**config.mk**
```make
export PLATFORM = sky130hd
export DESIGN_NAME = pdm_decimator_341431502448362067
export DESIGN_NICKNAME = d
export VERILOG_FILES = /design/src/rtl/pdm_dec_pkg_341431502448362067.sv /design/src/rtl/pdm_dec_outbuf_341431502448362067.sv /design/src/rtl/pdm_decimator_341431502448362067.sv
export SDC_FILE = /design/constraint.sdc
export NUM_CORES = 1
export LEC_CHECK = 0
export BUFFER_PORTS_ARGS = -buffer_cell sky130_fd_sc_hd__buf_2
export CAP_MARGIN = 10
export CORE_UTILIZATION = 30
export DETAILED_ROUTE_END_ITERATION = 10
export GPL_ROUTABILITY_DRIVEN = 0
export HOLD_SLACK_MARGIN = 0.03
export SKIP_LAST_GASP = 1
export SYNTH_ARGS = -nofsm -noshare
export SYNTH_HDL_FRONTEND = slang
export SYNTH_SLANG_ARGS = --single-unit
```
**constraint.sdc**
```tcl
create_clock -name clk -period 1.6 [get_ports clk]
set_clock_uncertainty 0.1 [all_clocks]
set_input_delay 0.32 -clock clk [delete_from_list [all_inputs] [get_ports clk]]
set_output_delay 0.32 -clock clk [all_outputs]
set_load 0.03 [all_outputs]
```
**src/rtl/pdm_dec_pkg_341431502448362067.sv**
```systemverilog
// Shared definitions for the PDM boxcar decimator.
//
// Purpose : default geometry of the decimator and the scaling/saturation
//           helpers used to turn a window's ones-count into a PCM sample.
// Contents:
//   DEC_LOG2_DEF, OUT_W_DEF : default window log2 and sample width
//   WIN_LEN, ACC_W, SAT_MAX : derived geometry for the default build
//   scale_raw()             : shift a ones-count to the output scale, unclipped
//   scale_sat()             : scale_raw() clamped to the output full scale
package pdm_dec_pkg_341431502448362067;

  localparam int DEC_LOG2_DEF = 5;
  localparam int OUT_W_DEF    = 5;

  localparam int WIN_LEN = 2 ** DEC_LOG2_DEF;
  localparam int ACC_W   = DEC_LOG2_DEF + 1;
  localparam int SAT_MAX = 2 ** OUT_W_DEF - 1;

  // A full window of ones produces 2^dec_log2, which after scaling lands
  // exactly one code above full scale; every other count fits.
  function automatic logic [31:0] scale_raw(input logic [31:0] total,
                                            input int          dec_log2,
                                            input int          out_w);
    logic [31:0] res;
    if (dec_log2 >= out_w) begin
      res = total >> (dec_log2 - out_w);
    end else begin
      res = total << (out_w - dec_log2);
    end
    return res;
  endfunction

  function automatic logic [31:0] scale_sat(input logic [31:0] total,
                                            input int          dec_log2,
                                            input int          out_w);
    logic [31:0] raw;
    logic [31:0] sat;
    raw = scale_raw(total, dec_log2, out_w);
    sat = (32'd1 << out_w) - 32'd1;
    return (raw > sat) ? sat : raw;
  endfunction

endpackage

```
**src/rtl/pdm_dec_outbuf_341431502448362067.sv**
```systemverilog
// One-entry valid/ready output buffer for decimated samples.
//
// Ports:
//   clk, reset   : clock, synchronous active-high reset
//   load         : a new sample is available this cycle
//   data         : the new sample
//   ready        : consumer accepts sample_out while sample_valid is high
//   sample_out   : buffered sample; holds its last value after consumption
//   sample_valid : buffer holds an unconsumed sample
//   overrun      : sticky; an unconsumed sample was overwritten
module pdm_dec_outbuf_341431502448362067 #(
  parameter int OUT_W = 5
) (
  input  logic             clk,
  input  logic             reset,
  input  logic             load,
  input  logic [OUT_W-1:0] data,
  input  logic             ready,
  output logic [OUT_W-1:0] sample_out,
  output logic             sample_valid,
  output logic             overrun
);

  logic [OUT_W-1:0] data_q, data_d;
  logic             valid_q, valid_d;
  logic             overrun_q, overrun_d;

  always_comb begin
    data_d    = data_q;
    valid_d   = valid_q;
    overrun_d = overrun_q;
    if (load) begin
      // A load always wins; it only counts as an overrun when the old
      // sample is still pending and is not being taken this same cycle.
      data_d  = data;
      valid_d = 1'b1;
      if (valid_q && !ready) begin
        overrun_d = 1'b1;
      end
    end else if (valid_q && ready) begin
      valid_d = 1'b0;
    end
  end

  always_ff @(posedge clk) begin
    if (reset) begin
      data_q    <= '0;
      valid_q   <= 1'b0;
      overrun_q <= 1'b0;
    end else begin
      data_q    <= data_d;
      valid_q   <= valid_d;
      overrun_q <= overrun_d;
    end
  end

  assign sample_out   = data_q;
  assign sample_valid = valid_q;
  assign overrun      = overrun_q;

endmodule

```
**src/rtl/pdm_decimator_341431502448362067.sv**
```systemverilog
// First-order boxcar decimator for a 1-bit PDM stream.
//
// Counts ones over windows of 2^DEC_LOG2 enabled cycles and emits one scaled,
// saturated PCM sample per window into a one-entry valid/ready buffer.
//
// Optional feature: define PDM_DEC_CLIP_FLAG_EN to add the sticky 'clip'
// output, set on the edge that loads a saturated sample.
//
// Ports:
//   clk          : clock
//   reset        : synchronous active-high reset, clears all state
//   enable       : 1 = consume pdm_in this cycle, 0 = freeze window state
//   pdm_in       : PDM bitstream (same clock domain)
//   sample_ready : consumer handshake
//   sample_out   : decimated sample (OUT_W bits)
//   sample_valid : an unconsumed sample is buffered
//   overrun      : sticky, an unconsumed sample was overwritten
//   clip         : (PDM_DEC_CLIP_FLAG_EN only) sticky, a sample saturated
module pdm_decimator_341431502448362067
  import pdm_dec_pkg_341431502448362067::*;
#(
  parameter int DEC_LOG2 = DEC_LOG2_DEF,
  parameter int OUT_W    = OUT_W_DEF
) (
  input  logic             clk,
  input  logic             reset,
  input  logic             enable,
  input  logic             pdm_in,
  input  logic             sample_ready,
  output logic [OUT_W-1:0] sample_out,
  output logic             sample_valid,
`ifdef PDM_DEC_CLIP_FLAG_EN
  output logic             clip,
`endif
  output logic             overrun
);

  localparam int ACC_W_L   = DEC_LOG2 + 1;
  localparam int SAT_MAX_L = 2 ** OUT_W - 1;

  localparam logic [DEC_LOG2-1:0] CNT_LAST = '1;

  logic [DEC_LOG2-1:0] cnt_q, cnt_d;
  logic [ACC_W_L-1:0]  acc_q, acc_d;
  logic [ACC_W_L-1:0]  total;
  logic                win_end;
  logic [OUT_W-1:0]    scaled;

  // Count of ones including the bit arriving this cycle; at window end this
  // is the window total (0..2^DEC_LOG2, which needs the extra accumulator bit).
  assign total   = acc_q + ACC_W_L'(pdm_in);
  assign win_end = enable && (cnt_q == CNT_LAST);
  assign scaled  = OUT_W'(scale_sat(32'(total), DEC_LOG2, OUT_W));

  always_comb begin
    cnt_d = cnt_q;
    acc_d = acc_q;
    if (enable) begin
      if (win_end) begin
        // Next window starts on the very next enabled cycle.
        cnt_d = '0;
        acc_d = '0;
      end else begin
        cnt_d = cnt_q + DEC_LOG2'(1);
        acc_d = total;
      end
    end
  end

  always_ff @(posedge clk) begin
    if (reset) begin
      cnt_q <= '0;
      acc_q <= '0;
    end else begin
      cnt_q <= cnt_d;
      acc_q <= acc_d;
    end
  end

`ifdef PDM_DEC_CLIP_FLAG_EN
  logic clip_q, clip_d;

  always_comb begin
    clip_d = clip_q;
    if (win_end && (scale_raw(32'(total), DEC_LOG2, OUT_W) > 32'(SAT_MAX_L))) begin
      clip_d = 1'b1;
    end
  end

  always_ff @(posedge clk) begin
    if (reset) begin
      clip_q <= 1'b0;
    end else begin
      clip_q <= clip_d;
    end
  end

  assign clip = clip_q;
`endif

  pdm_dec_outbuf_341431502448362067 #(
    .OUT_W (OUT_W)
  ) u_outbuf (
    .clk          (clk),
    .reset        (reset),
    .load         (win_end),
    .data         (scaled),
    .ready        (sample_ready),
    .sample_out   (sample_out),
    .sample_valid (sample_valid),
    .overrun      (overrun)
  );

endmodule

```
After elaboration in Yosys (flattened, before gate mapping):

Index checks and enable logic that the tools add are counted.

* register bits: 18
* output and inout bits: 7
* logic and storage cells: 20

* $lt $le $gt $ge: 1
* muxes and demuxes: 5
* equality and inequality tests: 1
* reduce and logical (&&, ||, !) cells: 6
* $add $sub $neg: 2

Operators by type and width (number)
* 2-to-1 mux 5 bit: 2
* adder 6 x 1 -> 6 bit: 1
* > comparator 6 x 5 -> 1 bit, second input constant: 1
* 2-to-1 mux 6 bit: 1
* adder 5 x 1 -> 5 bit, second input constant: 1
* equality test 5 bit, second input constant: 1
* logical AND 1 bit: 3
* 2-to-1 mux 1 bit: 2
* AND reduction 2 bit: 1
* nonzero test 2 bit: 1
* logical NOT 1 bit: 1

Longest topological paths before layout:

* word-level depth: 3
* mapped depth: 7
* gate-level depth less buffers: 6

Cells and area by module:

A second synthesis with hierarchy kept.

* cell total of the unflattened synthesis: 95
* area, all modules: 880.8 µm²

By module, submodules not included
* pdm_decimator_341431502448362067: area each 621.8 µm², times used 1, cells an instance 71
* pdm_dec_outbuf_341431502448362067: area each 259.0 µm², times used 1, cells an instance 24

Worst setup path after synthesis:

Ideal clock, no wire load.

* path type: register -> register
* from: reg cnt_q[0]
* to: reg u_outbuf.data_q[2], in the netlist u_outbuf.sample_out[2]
* setup slack: -89 ps
* path buffers: 1
* required time: 1409 ps
* arrival time: 1498 ps
* clock period less this slack: 1689 ps
* stages on the path, launching flop included: 8
* cell sequence: dfxtp_1 -> ha_1 -> and3_1 -> ha_1 -> and2_1 -> clkbuf_1 -> nor2_1 -> a311oi_1

* word-level cells in the longest chain between the ends: 2

RTL lines
* start, declared: RTL line pdm_decimator_341431502448362067.sv:43 `logic [DEC_LOG2-1:0] cnt_q, cnt_d;`
* start signal, assigned: RTL line pdm_decimator_341431502448362067.sv:75 `cnt_q <= cnt_d;`
* equality test 5 bit: RTL line pdm_decimator_341431502448362067.sv:52 `assign win_end = enable && (cnt_q == CNT_LAST);`
* logical AND 1 bit: RTL line pdm_decimator_341431502448362067.sv:52
* end signal, assigned: RTL line pdm_dec_outbuf_341431502448362067.sv:51 `data_q <= data_d;`
* end, declared: RTL line pdm_dec_outbuf_341431502448362067.sv:24 `logic [OUT_W-1:0] data_q, data_d;`

No other way between the ends.
A chain may end at the register's enable or synchronous reset.

Worst setup path in the final report:

* from: reg cnt_q[0]
* to: reg u_outbuf.data_q[4], in the netlist u_outbuf.sample_out[4]

Same word-level chain as after synthesis.

==> flow_metrics.tcl <==
set metrics [dict create \
    cts.clk_slew.worst_paths_ns 0.09 \
    cp.required_ns 1.70 \
    antenna_cells 0 \
    viasPerCell 4.932 \
    cts-htree-levels 1 \
    total_power_uw 733.7 \
    grt_pass1_wl_um 2794 \
    setup_viol_count_final 0 \
    syn_to_final_growth_pct 23.21 \
    dieArea_sq_mm 0.002889 \
    antenna_found_initial 0 \
    nets 115 \
    ctsHoldBuffers 0 \
    reg2reg_depth 6 \
    stdcell_count 133 \
    busiest_layer "met2" \
    synth_flop_cell "dfxtp_1" \
    yosysTopAreaCell "dfxtp_1" \
    worstPathMaxFanout 8 \
    first_pass_iters 5 \
    netlist_area_sq_um 803.3 \
    critPathLaunchType "register" \
    min_to "u_outbuf.sample_valid" \
    min_period_ns 1.504 \
    powerDensity_mw_per_mm2 741.3 \
    path_cells "ha_2, and3_4, ha_4, and2_4, nor2_1, a311oi_1" \
    r2r-start "cnt_q[0]" \
    fmax_ghz 0.6647 \
    synth-edff-count 0 \
    grt_max_degree 19 \
    clock-root-buffer "clkbuf_4" \
    grt_util_met2 0.2119 \
    use_met3 0.05085 \
    hold_class "in2reg" \
    port_buffers 11 \
    cts_tree "built" \
    drt_iter0_markers 12 \
    syn_nets 97 \
    grt_pass1_vias 647 \
    ys_types 28 \
    drive_gt1_frac 0.3495 \
    peakVddDrop_mv 0.5031 \
    ys_warn_count 0 \
    ant_nets 0 \
    clock_latency_ns 0.29 \
    worst_pin_slew_ns 0.3436 \
    synthTopCellsByArea "dfxtp_1, ha_1, nor2_1" \
    drc 0 \
    critical_path.slowest_cell "dfxtp_2" \
    final_util 0.3959 \
    crit_buf_inv 0 \
    outcome "completed" \
    numPlacedInstances 130 \
    drv_cap 0 \
    synth-async-reset-ratio 0 \
    synth_top_area_frac 0.4486 \
    post-cts-setup-buffers 0 \
    syn_inst 87 \
    hold_viol 0 \
    wl_um 1533 \
    ys_ff_latch 18 \
    hold_ws_ns 0.2194 \
    vias 656 \
    ioPinCount 12 \
    cts_made_buffers 3 \
    use_met1 0.1721 \
    die_h_um 53.75 \
    max_stage_delay_ns 0.34 \
    p_leak_uw 0.0004010 \
    critical_path_class "reg2reg" \
    hpwl_um 1136 \
    crit-reg2reg-capture "u_outbuf.sample_out[4]" \
    die_w_um 53.75 \
    crit_arrival_ns 1.61 \
    maxSlewHeadroom 0.7708 \
    dpl_cell_area_sq_um 924.6 \
    clock_sinks 18 \
    final_area_sq_um 989.7 \
    ff2ff_setup_slack_ns 0.1 \
    critPathTopFamily "simple AND/OR/NAND/NOR gates" \
    syn-mean-instance-area_sq_um 9.233 \
    crit_path_end_kind "register" \
    slew_violations 0 \
    overflow 0 \
    yosysSeqAreaShare 0.4486 \
    wire_per_inst_um 11.53 \
    core_region_area_sq_mm 0.002500 \
    grt_usage 0.1339 \
    core.rowCount 18 \
    hold_start "sample_ready" \
    hold-path-cell-count 3 \
    rsz0062_at_grt "true" \
    clockBufferDepth 2 \
    final.period_utilization 0.9403 \
    start_util 0.3213 \
    fill_cells 261 \
]
[flip-flops by register name (all words and copies together), names as in the netlist]
| register | flops |
|---|---|
| cnt_q | 5 |
| u_outbuf.overrun | 1 |
| u_outbuf.sample_valid | 1 |
| u_outbuf.sample_out | 5 |
| acc_q | 6 |
[placed cells by master (no fill, tap or decap), drive strengths merged]
| cell type | synthesis | layout |
|---|---|---|
| dfxtp | 18 | 18 |
| buf | 1 | 17 |
| nor2 | 16 | 16 |
| a21oi | 5 | 5 |
| ha | 5 | 5 |
| a22oi | 4 | 4 |
| nand3 | 4 | 4 |
| o21ai | 3 | 3 |
| clkbuf | 3 | 3 |
| xor2 | 3 | 3 |
| nand2 | 3 | 3 |
| nor3 | 2 | 2 |
| nand3b | 2 | 2 |
| nand2b | 2 | 2 |
| xnor2 | 2 | 2 |
| and3 | 2 | 2 |
| inv | 2 | 2 |
| a311oi | 2 | 2 |
| a211oi | 2 | 2 |
| and2 | 1 | 1 |
| nand4 | 1 | 1 |
| mux2i | 1 | 1 |
| o31ai | 1 | 1 |
| o21ba | 1 | 1 |
| a2bb2oi | 1 | 1 |
[synthesized netlist by cell type (2+ instances only)]
master	n
a22oi_1	4
nor2_1	16
dfxtp_1	18
ha_1	5
nand3b_1	2
a311oi_1	2
nand2_1	3
nand2b_1	2
and3_1	2
xor2_1	2
a211oi_1	2
nor3_1	2
nand3_1	3
a21oi_1	5
clkbuf_1	3
o21ai_0	3
xnor2_1	2
[where the power goes]
part | switching [uW] | leakage [uW] | total [uW] | internal (uW)
combinational | 33.1 | 0.000241 | 57.5 | 24.4
clock | 127 | 0.0000138 | 215 | 87.5
sequential | 5.48 | 0.000147 | 461 | 456
[metrics by stage]
stage / setup slack (ns) / setup TNS [ns]
after global placement: -0.009098 / -0.009098
after global routing: -0.008829 / -0.009207
after detailed placement: -0.05808 / -0.1675
after floorplan: 0.01041 / 0
final: 0.09556 / 0
after CTS: 0.005753 / 0
[routing by layer]
layer  vias to the layer above  part of all wire
li1                        339                 -
met1                       300              0.50
met2                        13              0.45
met3                         4             0.046
met4                         0            0.0065
met5                         -                 0
[cells by family after synthesis]
family	synth area share
XOR/XNOR	0.06388
adder cells (fa/ha/maj)	0.07788
flip-flops	0.4486
buffers and inverters	0.03270
AO/OA/AOI/OAI	0.1667
multiplexers	0.01246
AND/OR/NAND/NOR	0.1978
[tightest hold or removal path, stage by stage]
cell and delay [ns]:
buf_2 0.07, nand2b_1 0.11, a21oi_1 0.07
[worst max-delay path by stage]
stage	start	end	slack, ns	cells past startpoint
after floorplan	cnt_q[0]	u_outbuf.sample_out[0]	0.01	7
after global placement	cnt_q[1]	u_outbuf.sample_out[4]	-0.009	6
after detailed placement	cnt_q[0]	u_outbuf.sample_out[2]	-0.06	6
after CTS	cnt_q[0]	acc_q[0]	0.006	7
after global routing	acc_q[0]	acc_q[4]	-0.009	6
final	cnt_q[0]	u_outbuf.sample_out[4]	0.1	6
[what timing repair did]
action	4_1_cts	5_1_grt
pin swaps	0	1
endpoints found under the setup margin	5	14
gates resized for setup	3	9
[cell type report]
type / count / area [sq um] / area share
clock buffers: 3 / 22.52 / 0.02276
inverters: 2 / 7.507 / 0.007585
multi-input cells: 63 / 457.9 / 0.4627
flip-flops and latches: 18 / 364.1 / 0.3679
well taps: 30 / 37.54 / 0.03793
repair buffers: 17 / 100.1 / 0.1011
(Power assumes the default switching activity.)
